<file path="src/rtl/handshake_debounce.sv">
// Synchronises and debounces the handshake slide switch for the decoder's wait instructions.
// Optional HANDSHAKE_EDGE_EN adds registered hs_rise/hs_fall pulses on accepted level changes.
module handshake_debounce #(
  parameter int SYNC_STAGES     = 2,
  parameter int DEBOUNCE_CYCLES = 16
) (
  input  logic clk,
  input  logic reset,
  input  logic switch_raw,
  output logic handshake_switch,
  output logic debounce_busy
`ifdef HANDSHAKE_EDGE_EN
  ,
  output logic hs_rise,
  output logic hs_fall
`endif
);

  localparam int CNT_WIDTH = $clog2(DEBOUNCE_CYCLES + 1);
  localparam logic [CNT_WIDTH-1:0] CNT_MAX  = CNT_WIDTH'(DEBOUNCE_CYCLES - 1);
  localparam logic [CNT_WIDTH-1:0] CNT_ONE  = CNT_WIDTH'(1);
  localparam logic [CNT_WIDTH-1:0] CNT_ZERO = {CNT_WIDTH{1'b0}};

  if (SYNC_STAGES < 2) begin : g_bad_sync
    $error("handshake_debounce: SYNC_STAGES must be >= 2");
  end
  if (DEBOUNCE_CYCLES < 1) begin : g_bad_debounce
    $error("handshake_debounce: DEBOUNCE_CYCLES must be >= 1");
  end

  logic [SYNC_STAGES-1:0] sync_r;
  logic [CNT_WIDTH-1:0]   cnt_r;
  logic                   level_r;
  logic                   busy_r;

  logic                   stable_in_s;
  logic                   mis_s;
  logic [CNT_WIDTH-1:0]   cnt_next_s;
  logic                   level_next_s;

  assign stable_in_s = sync_r[SYNC_STAGES-1];

  // Next-state for the consecutive-sample counter and the accepted level
  always_comb begin
    cnt_next_s   = cnt_r;
    level_next_s = level_r;
    mis_s        = (stable_in_s != level_r);
    if (!mis_s) begin
      // Any agreeing sample throws away the partial count.
      cnt_next_s = CNT_ZERO;
    end else if (cnt_r == CNT_MAX) begin
      level_next_s = stable_in_s;
      cnt_next_s   = CNT_ZERO;
    end else begin
      cnt_next_s = cnt_r + CNT_ONE;
    end
  end

  // Synchroniser chain, counter, level and busy flag
  always_ff @(posedge clk) begin
    if (reset) begin
      sync_r  <= {SYNC_STAGES{1'b0}};
      cnt_r   <= CNT_ZERO;
      level_r <= 1'b0;
      busy_r  <= 1'b0;
    end else begin
      sync_r  <= {sync_r[SYNC_STAGES-2:0], switch_raw};
      cnt_r   <= cnt_next_s;
      level_r <= level_next_s;
      busy_r  <= (cnt_next_s != CNT_ZERO);
    end
  end

  assign handshake_switch = level_r;
  assign debounce_busy    = busy_r;

`ifdef HANDSHAKE_EDGE_EN
  logic rise_r;
  logic fall_r;

  // Edge pulses line up with the cycle the new level appears on handshake_switch
  always_ff @(posedge clk) begin
    if (reset) begin
      rise_r <= 1'b0;
      fall_r <= 1'b0;
    end else begin
      rise_r <= level_next_s & ~level_r;
      fall_r <= ~level_next_s & level_r;
    end
  end

  assign hs_rise = rise_r;
  assign hs_fall = fall_r;
`endif

endmodule

</file>
<file path="config.mk">
export PLATFORM = sky130hd
export DESIGN_NAME = handshake_debounce
export DESIGN_NICKNAME = d
export VERILOG_FILES = /design/src/rtl/handshake_debounce.sv
export SDC_FILE = /design/constraint.sdc
export NUM_CORES = 1
export LEC_CHECK = 0
export BUFFER_PORTS_ARGS = -buffer_cell sky130_fd_sc_hd__buf_2
export CAP_MARGIN = 5
export CELL_PAD_IN_SITES_DETAIL_PLACEMENT = 1
export CELL_PAD_IN_SITES_GLOBAL_PLACEMENT = 2
export CORE_AREA = 5 5 42 44
export CTS_CLUSTER_DIAMETER = 200
export DETAILED_ROUTE_END_ITERATION = 10
export DIE_AREA = 0 0 47 49
export GPL_TIMING_DRIVEN = 0
export PLACE_DENSITY_LB_ADDON = 0.1
export SYNTH_ARGS = -nofsm -noshare
export SYNTH_HDL_FRONTEND = slang
export SYNTH_SLANG_ARGS = --single-unit
</file>
<file path="constraint.sdc">
create_clock -name clk -period 1.91 [get_ports clk]
set_clock_uncertainty 0.2 [all_clocks]
set_input_delay 0.191 -clock clk [delete_from_list [all_inputs] [get_ports clk]]
set_output_delay 0.191 -clock clk [all_outputs]
set_load 0.02 [all_outputs]
</file>
==> impl_metrics.yaml, run 1 <==
status:
  outcome: "finished clean"
timing:
  period_share_pct: 88.04
  timing.final.crit_period_ps: 1681
  finalMaxSlewViolations: 0
  grt_setup_unrepaired: "false"
  finalSetupTns_ps: 0
  setup_slack_ps: 228.5
  hold_viol: 0
  achievable_clock_frequency_mhz: 594.7
  max_slew_margin_pct: 83.44
  setup_viol_count_final: 0
  worst_slew_pin_slew_ps: 246.5
cts:
  cts_htree_levels: 1
  clkSinkCount: 9
  tritoncts: "yes"
  root_buffer: "clkbuf_4"
  ctsResizeCount: 0
  cts.reportedPaths.clkPinSlew_ps: 60
  clkLatencyLatePin_ps: 260
  post_cts_buffers: 0
  clock_tree_buffer_depth: 2
  cts_inserted_buffers: 3
routing:
  totalWireLength_um: 696
  drc_errors: 0
  drt_pre_antenna_iters: 2
  routed_wire_length_per_instance_um: 11.23
  drt-vias-per-instance: 4.532
  drt_iter0_markers: 1
  dr_total_vias: 281
  post_route_ant_nets: 0
setup_path:
  worst-endpoint-required_ps: 1880
  worst_setup_path_end_kind: "flop"
  crit_type: "reg2reg"
  worst_path_max_delay_cell: "or3_4"
  cpPeakStageDelay_ps: 400
  critPathLaunchType: "flop"
  worstPathCellList: "ha_1 > and4b_4 > or3_4 > a211oi_2"
  timing.critical_path.buf_inv: 0
  crit_arrival_ps: 1660
  crit_family: "simple AND/OR/NAND/NOR gates"
  critical_path_maximum_fanout: 5
synthesis:
  synth.yosys.seq_area_share_pct: 50.88
  syn_nets: 39
  post_synth_inst_count: 35
  post_synth_instance_area_sq_um: 354.1
  ys_types: 17
  yosysWarnings: 0
  synth_area_per_cell_sq_um: 10.12
  total_of_flip_flops_plus_latches_after_synthesis: 9
power:
  p_leak_uw: 0.0001696
  clock_power_share_pct: 40.7
  sequentialPowerShare_pct: 54.8
  power_density_nw_per_um2: 780.5
  net-switching-power_uw: 71.08
  p_sw_share_pct: 20.22
  cellInternalPower_uw: 280.5
  power.ir.vdd_worst_mv: 0.3688
  combPwrFrac_pct: 4.5
  p_total_uw: 351.5
cells_and_area:
  finalNonFillerCells: 62
  drive_above_1_share_pct: 23.91
  commonest_non_fill_non_tap_cells_in_the_layout: "dfxtp_1, nor2_1, buf_2"
  area_growth_pct: 27.21
  antenna-diode-count: 0
  commonest_non_fill_non_tap_cell_in_the_layout: "dfxtp_1"
  nFillCells: 173
  finalNetCount: 51
grt:
  grtUsageTotal_pct: 7.052
  global_route.overflow_total: 0
  grt_first_pass_wirelength_mm: 1.124
  grt_start_max_net_pins: 7
  grt_pass1_vias: 285
  antenna_found_initial: 0
hold_path:
  worst_hold_path_type: "reg2reg"
floorplan:
  die_width_um: 47
  initial_core_util_pct: 25.27
  design.die.area_sq_um: 2303
  boundaryPins: 5
  die_h_um: 49
  rows: 14
  core_area_sq_um: 1401
placement:
  placedCellCount: 55
  portBuffers: 4
  post-place-ws_ps: 251.6
  place.detailed.hpwl_um: 542.1
  gpl.final_weighted_congestion: 0.6568
flow_run:
  cap_violations: 0
flip-flops by register name, summed over array words and instances, names as in the netlist:
signal / cells
cnt_r: 5
debounce_busy: 1
handshake_switch: 1
sync_r: 2
metal layers:
metal  vias to the layer above  track usage, %  routed length [um]
li1                        141               -                   -
met1                       131           7.285                 289
met2                         6           10.41                 352
met3                         3           2.214                  27
met4                         0           6.912                  27
met5                         -               0                   0
path summary, 6_finish.rpt:
check        startpoint            end  slack, ps  cells past startpoint
min reg2reg   sync_r[0]      sync_r[1]        260                      1
min           sync_r[0]      sync_r[1]        260                      1
max reg2reg    cnt_r[0]  debounce_busy        230                      4
max            cnt_r[0]  debounce_busy        230                      4
through the flow:
step           area (sq um)  hold slack (ps)  utilization [%]
6_report              450.4            255.3            32.14
5_1_grt               450.4            271.0            32.14
4_1_cts               450.4            258.5            32.14
3_5_place_dp          394.1            215.7            28.13
3_3_place_gp          394.1            205.3            28.13
2_1_floorplan         354.1            62.61                -
cell usage after synthesis:
library cell | number | share of area (%)
a211oi_2 | 1 | 3.5
and4b_4 | 1 | 3.9
dfxtp_1 | 9 | 51
ha_1 | 1 | 3.5
inv_1 | 1 | 1.1
mux2i_1 | 1 | 2.8
nand2_1 | 3 | 3.2
nand3_1 | 2 | 2.8
nor2_1 | 4 | 4.2
nor2b_1 | 2 | 3.5
nor3_1 | 3 | 4.2
nor3b_1 | 1 | 2.1
o21ai_0 | 1 | 1.4
or3_2 | 1 | 2.1
or3_4 | 1 | 3.2
xnor2_1 | 2 | 4.9
xor2_1 | 1 | 2.5
worst reg2reg max path, delay by kind of cell, from the launching register on:
family	cells	cell delay, ps
AO/OA/AOI/OAI	1	170
adder cells (fa/ha/maj)	1	280
flip-flops	1	350
AND/OR/NAND/NOR	2	610
what timing repair did:
item,4_1_cts,5_1_grt
setup endpoints to repair,0,0
endpoints found under the hold margin,5,0
hold buffers,3,0
cells by family after synthesis:
| family | after synthesis | share of synthesized area, % |
|---|---|---|
| buffers and inverters | 1 | 1.059 |
| multiplexers | 1 | 2.827 |
| AO/OA/AOI/OAI | 2 | 4.945 |
| flip-flops | 9 | 50.88 |
| XOR/XNOR | 3 | 7.422 |
| AND/OR/NAND/NOR | 18 | 29.33 |
| adder cells (fa/ha/maj) | 1 | 3.533 |
cell type report:
cell class / count / area (sq um) / share of cell area (%)
Clock buffer: 4 / 26.28 / 5.833
Timing Repair Buffer: 7 / 50.05 / 11.11
Tap cell: 16 / 20.02 / 4.444
Multi-Input combinational cell: 25 / 170.2 / 37.78
Inverter: 1 / 3.754 / 0.8333
Sequential cell: 9 / 180.2 / 40.00
power groups by stage:
stage / registers [uW] / clock network [uW] / logic (uW)
2_1_floorplan: 197 / 0 / 5.52
3_3_place_gp: 197 / 0 / 10.7
3_5_place_dp: 197 / 0 / 11.3
4_1_cts: 193 / 152 / 16.0
5_1_grt: 193 / 167 / 17.0
6_report: 193 / 143 / 15.8
(Power assumes the default switching activity.)
==> run 2: changes to the inputs <==
--- a/config.mk
+++ b/config.mk
@@ -14,7 +14,7 @@
 export DETAILED_ROUTE_END_ITERATION = 10
 export DIE_AREA = 0 0 47 49
 export GPL_TIMING_DRIVEN = 0
-export PLACE_DENSITY_LB_ADDON = 0.1
+export PLACE_DENSITY = 0.66
 export SYNTH_ARGS = -nofsm -noshare
 export SYNTH_HDL_FRONTEND = slang
 export SYNTH_SLANG_ARGS = --single-unit
==> impl_metrics.yaml, run 2 (synthesis results as in run 1) <==
cells_and_area:
  antenna-diode-count: 0
  biggestRegsByFlops: "cnt_r: 5 flops, sync_r: 2 flops"
  largest_register_ff_count: 5
  area_growth_pct: 27.21
  drive_above_1_share_pct: 23.91
  top_register: "cnt_r"
  commonest_non_fill_non_tap_cell_in_the_layout: "dfxtp_1"
  commonest_non_fill_non_tap_cells_in_the_layout: "dfxtp_1, nor2_1, buf_2"
  finish.utilization_pct: 32.14
  finalNetCount: 51
setup_path:
  reg2reg_depth: 4
  crit_arrival_ps: 1640
  critPathLaunchType: "flop"
  worstSetupEndpoint: "debounce_busy"
  worst_setup_path_end_kind: "flop"
  ff2ff_setup_slack_ps: 250
  critical_path_maximum_fanout: 5
  r2r_start: "cnt_r[0]"
  reg2reg_to: "debounce_busy"
  beginning_of_the_critical_path: "cnt_r[0]"
  crit_type: "reg2reg"
  worst-endpoint-required_ps: 1900
routing:
  routed_wire_length_per_instance_um: 10.98
  drt_pre_antenna_iters: 1
  drt_iter0_markers: 0
  dr_total_vias: 279
  drc_errors: 0
  drt-vias-per-instance: 4.500
  post_route_ant_nets: 0
  totalWireLength_um: 681
timing:
  final.hold.worst_slack_ps: 263.3
  hold_viol: 0
  finalMaxSlewViolations: 0
  period_share_pct: 86.66
  setup_viol_count_final: 0
  worst_slew_pin_slew_ps: 261.5
  grt_setup_unrepaired: "false"
  max_slew_margin_pct: 82.53
  timing.final.crit_period_ps: 1655
  achievable_clock_frequency_mhz: 604.1
  finalSetupTns_ps: 0
cts:
  clock_tree_buffer_depth: 2
  cts_inserted_buffers: 3
  cts_htree_levels: 1
  cts.reportedPaths.clkPinSlew_ps: 60
  tritoncts: "yes"
  root_buffer: "clkbuf_4"
  clkLatencyLatePin_ps: 260
  clkSinkCount: 9
  post_cts_buffers: 0
  ctsResizeCount: 0
grt:
  grt_pass1_vias: 290
  global_route.overflow_total: 0
  grt_first_pass_wirelength_mm: 1.193
  antenna_found_initial: 0
  grtUsageTotal_pct: 7.491
  grt_start_max_net_pins: 7
hold_path:
  worst_hold_path_type: "reg2reg"
  worst_hold_path.num_cells: 1
floorplan:
  initial_core_util_pct: 25.27
  design.die.area_sq_um: 2303
  core_area_sq_um: 1401
  die_width_um: 47
  die_h_um: 49
  rows: 14
  boundaryPins: 5
power:
  power.ir.vdd_worst_mv: 0.3000
  p_leak_uw: 0.0001696
  power_density_nw_per_um2: 792.0
  p_total_uw: 356.7
status:
  outcome: "finished clean"
placement:
  gpl.final_weighted_congestion: 0.7109
  portBuffers: 4
  place.detailed.hpwl_um: 541.1
flow_run:
  cap_violations: 0
-- run 2: worst min-delay path by stage --
stage	startpoint	to	slack (ps)
floorplan	reset	sync_r[0]	60
global placement	switch_raw	sync_r[0]	200
detailed placement	switch_raw	sync_r[0]	220
CTS	sync_r[0]	sync_r[1]	270
global route	sync_r[0]	sync_r[1]	280
finish	sync_r[0]	sync_r[1]	260
-- run 2: layout make-up --
class                   count  area, sq um
multi-input cells          25        170.2
inverters                   1        3.754
flip-flops and latches      9        180.2
well taps                  16        20.02
fillers                   178        950.9
clock buffers               4        26.28
repair buffers              7        50.05
-- run 2: routing by layer --
layer / global-route usage (%) / wire [um] / up-vias / share of wire [%]
li1: - / - / 142 / -
met1: 8.444 / 301 / 131 / 44
met2: 10.63 / 338 / 4 / 50
met3: 2.214 / 21 / 2 / 3.1
met4: 6.912 / 19 / 0 / 2.8
met5: 0 / 0 / - / 0
-- run 2: repair_timing --
action                                  in CTS  in global routing
hold buffers                                 3                  0
endpoints found under the hold margin        5                  0
endpoints found under the setup margin       0                  0
-- run 2: per-stage QoR --
step	setup WS, ps	area, sq um	std cells
after floorplan	372.0	354.1	35
after global placement	300.5	394.1	55
after detailed placement	261.1	394.1	55
after CTS	247.7	450.4	62
after global routing	173.8	450.4	62
final	254.8	450.4	62
-- run 2: worst max-delay path, stage by stage, from the launching register on --
cell and delay (ps):
dfxtp_1 340, ha_1 280, and4b_4 220, or3_4 390, a211oi_2 150
-- run 2: power by group --
| part | total, uW | switching [uW] | internal, uW | leakage, uW |
|---|---|---|---|---|
| Combinational | 15.9 | 6.70 | 9.24 | 0.0000815 |
| Clock | 148 | 67.8 | 80.5 | 0.0000150 |
| Sequential | 192 | 1.61 | 191 | 0.0000731 |
==> run 3: changes to the inputs <==
--- a/config.mk
+++ b/config.mk
@@ -9,10 +9,10 @@
 export CAP_MARGIN = 5
 export CELL_PAD_IN_SITES_DETAIL_PLACEMENT = 1
 export CELL_PAD_IN_SITES_GLOBAL_PLACEMENT = 2
-export CORE_AREA = 5 5 42 44
+export CORE_AREA = 2 2 39 41
 export CTS_CLUSTER_DIAMETER = 200
 export DETAILED_ROUTE_END_ITERATION = 10
-export DIE_AREA = 0 0 47 49
+export DIE_AREA = 0 0 41 43
 export GPL_TIMING_DRIVEN = 0
 export PLACE_DENSITY = 0.66
 export SYNTH_ARGS = -nofsm -noshare
==> impl_metrics.yaml, run 3 (synthesis results as in run 1) <==
status:
  outcome: "finished clean"
placement:
  gpl.final_weighted_congestion: 0.6672
  post-place-ws_ps: 282.7
  placedCellCount: 55
  portBuffers: 4
cts:
  cts_htree_levels: 1
  clock_tree_buffer_depth: 2
  post_cts_buffers: 0
  root_buffer: "clkbuf_4"
  clkLatencyLatePin_ps: 270
  clkSinkCount: 9
  ctsResizeCount: 0
  tritoncts: "yes"
  cts.reportedPaths.clkPinSlew_ps: 60
  cts_inserted_buffers: 3
power:
  power_density_nw_per_um2: 796.0
  power.ir.vdd_worst_mv: 0.3432
  p_leak_uw: 0.0001696
timing:
  max_slew_margin_pct: 83.86
  finalSetupTns_ps: 0
  grt_setup_unrepaired: "false"
  achievable_clock_frequency_mhz: 614.7
  timing.final.crit_period_ps: 1627
  setup_viol_count_final: 0
  setup_slack_ps: 283.1
  finalMaxSlewViolations: 0
  worst_slew_pin_slew_ps: 240.4
  period_share_pct: 85.18
  hold_viol: 0
grt:
  antenna_found_initial: 0
  grt_first_pass_wirelength_mm: 1.083
  grt_start_max_net_pins: 7
  global_route.overflow_total: 0
  grt_pass1_vias: 278
  grtUsageTotal_pct: 10.27
routing:
  dr_total_vias: 276
  drt_iter0_markers: 5
  drt-vias-per-instance: 4.452
  totalWireLength_um: 658
  routed_wire_length_per_instance_um: 10.61
  drc_errors: 0
  drt_pre_antenna_iters: 3
  post_route_ant_nets: 0
setup_path:
  reg2reg_depth: 4
  cpPeakStageDelay_ps: 390
  crit_arrival_ps: 1620
  timing.critical_path.buf_inv: 0
  crit_type: "reg2reg"
  crit_family: "simple AND/OR/NAND/NOR gates"
  reg2reg_to: "debounce_busy"
  worst-endpoint-required_ps: 1900
  critPathLaunchType: "flop"
  critical_path_maximum_fanout: 5
  ff2ff_setup_slack_ps: 280
  r2r_start: "cnt_r[0]"
  worst_path_max_delay_cell: "or3_4"
  worst_setup_path_end_kind: "flop"
  worstPathCellList: "ha_1 > and4b_4 > or3_4 > a211oi_2"
floorplan:
  die_width_um: 41
  die_h_um: 43
  core_area_sq_um: 1384
  design.die.area_sq_um: 1763
  rows: 14
  boundaryPins: 5
  initial_core_util_pct: 25.59
cells_and_area:
  finalNetCount: 51
  drive_above_1_share_pct: 23.91
  area_growth_pct: 27.21
  biggestRegsByFlops: "cnt_r: 5 flops, sync_r: 2 flops"
  antenna-diode-count: 0
  largest_register_ff_count: 5
  finalNonFillerCells: 62
  top_register: "cnt_r"
  commonest_non_fill_non_tap_cells_in_the_layout: "dfxtp_1, nor2_1, buf_2"
  commonest_non_fill_non_tap_cell_in_the_layout: "dfxtp_1"
hold_path:
  worst_hold_path.num_cells: 1
  whs_endpoint: "sync_r[1]"
  worstHoldStart: "sync_r[0]"
  worst_hold_path_type: "reg2reg"
flow_run:
  cap_violations: 0
run 3: cell counts in the layout (fill, tap and decap cells not counted):
No cell type changed its count.
run 3: cell type report:
type / instances / area [sq um]
Multi-Input combinational cell: 25 / 170.2
Sequential cell: 9 / 180.2
Fill cell: 162 / 933.4
Timing Repair Buffer: 7 / 50.05
Inverter: 1 / 3.754
Clock buffer: 4 / 26.28
Tap cell: 16 / 20.02
run 3: metal layers:
metal	track usage, %	share of wire [%]	up-vias
li1	-	-	143
met1	10.39	41	122
met2	13.44	48	6
met3	4.712	4.6	5
met4	12.00	6.2	0
met5	0	0	-
run 3: report_power, final:
part	switching (uW)	internal [uW]	total, uW
Sequential	1.73	191	193
Clock	69.6	80.7	150
Combinational	6.33	9.22	15.6
run 3: worst max path at each step:
stage                     startpoint             to  slack [ps]  cells after the start
after floorplan             cnt_r[0]  debounce_busy         370                      4
after global placement      cnt_r[0]  debounce_busy         300                      4
after detailed placement    cnt_r[0]  debounce_busy         280                      4
after CTS                   cnt_r[0]  debounce_busy         270                      4
after global routing        cnt_r[0]  debounce_busy         220                      4
final                       cnt_r[0]  debounce_busy         280                      4
run 3: timing repair:
action | 4_1_cts | 5_1_grt
hold buffers | 3 | 0
setup endpoints to repair | 0 | 0
endpoints found under the hold margin | 5 | 0
run 3: stage by stage:
stage	utilization (%)	cell area (sq um)	hold WS [ps]	power [uW]
2_1_floorplan	-	354.1	62.61	202.7
3_3_place_gp	28.48	394.1	205.0	207.2
5_1_grt	32.55	450.4	272.8	373.0
4_1_cts	32.55	450.4	261.5	364.7
3_5_place_dp	28.48	394.1	218.0	208.1
6_report	32.55	450.4	253.0	358.5
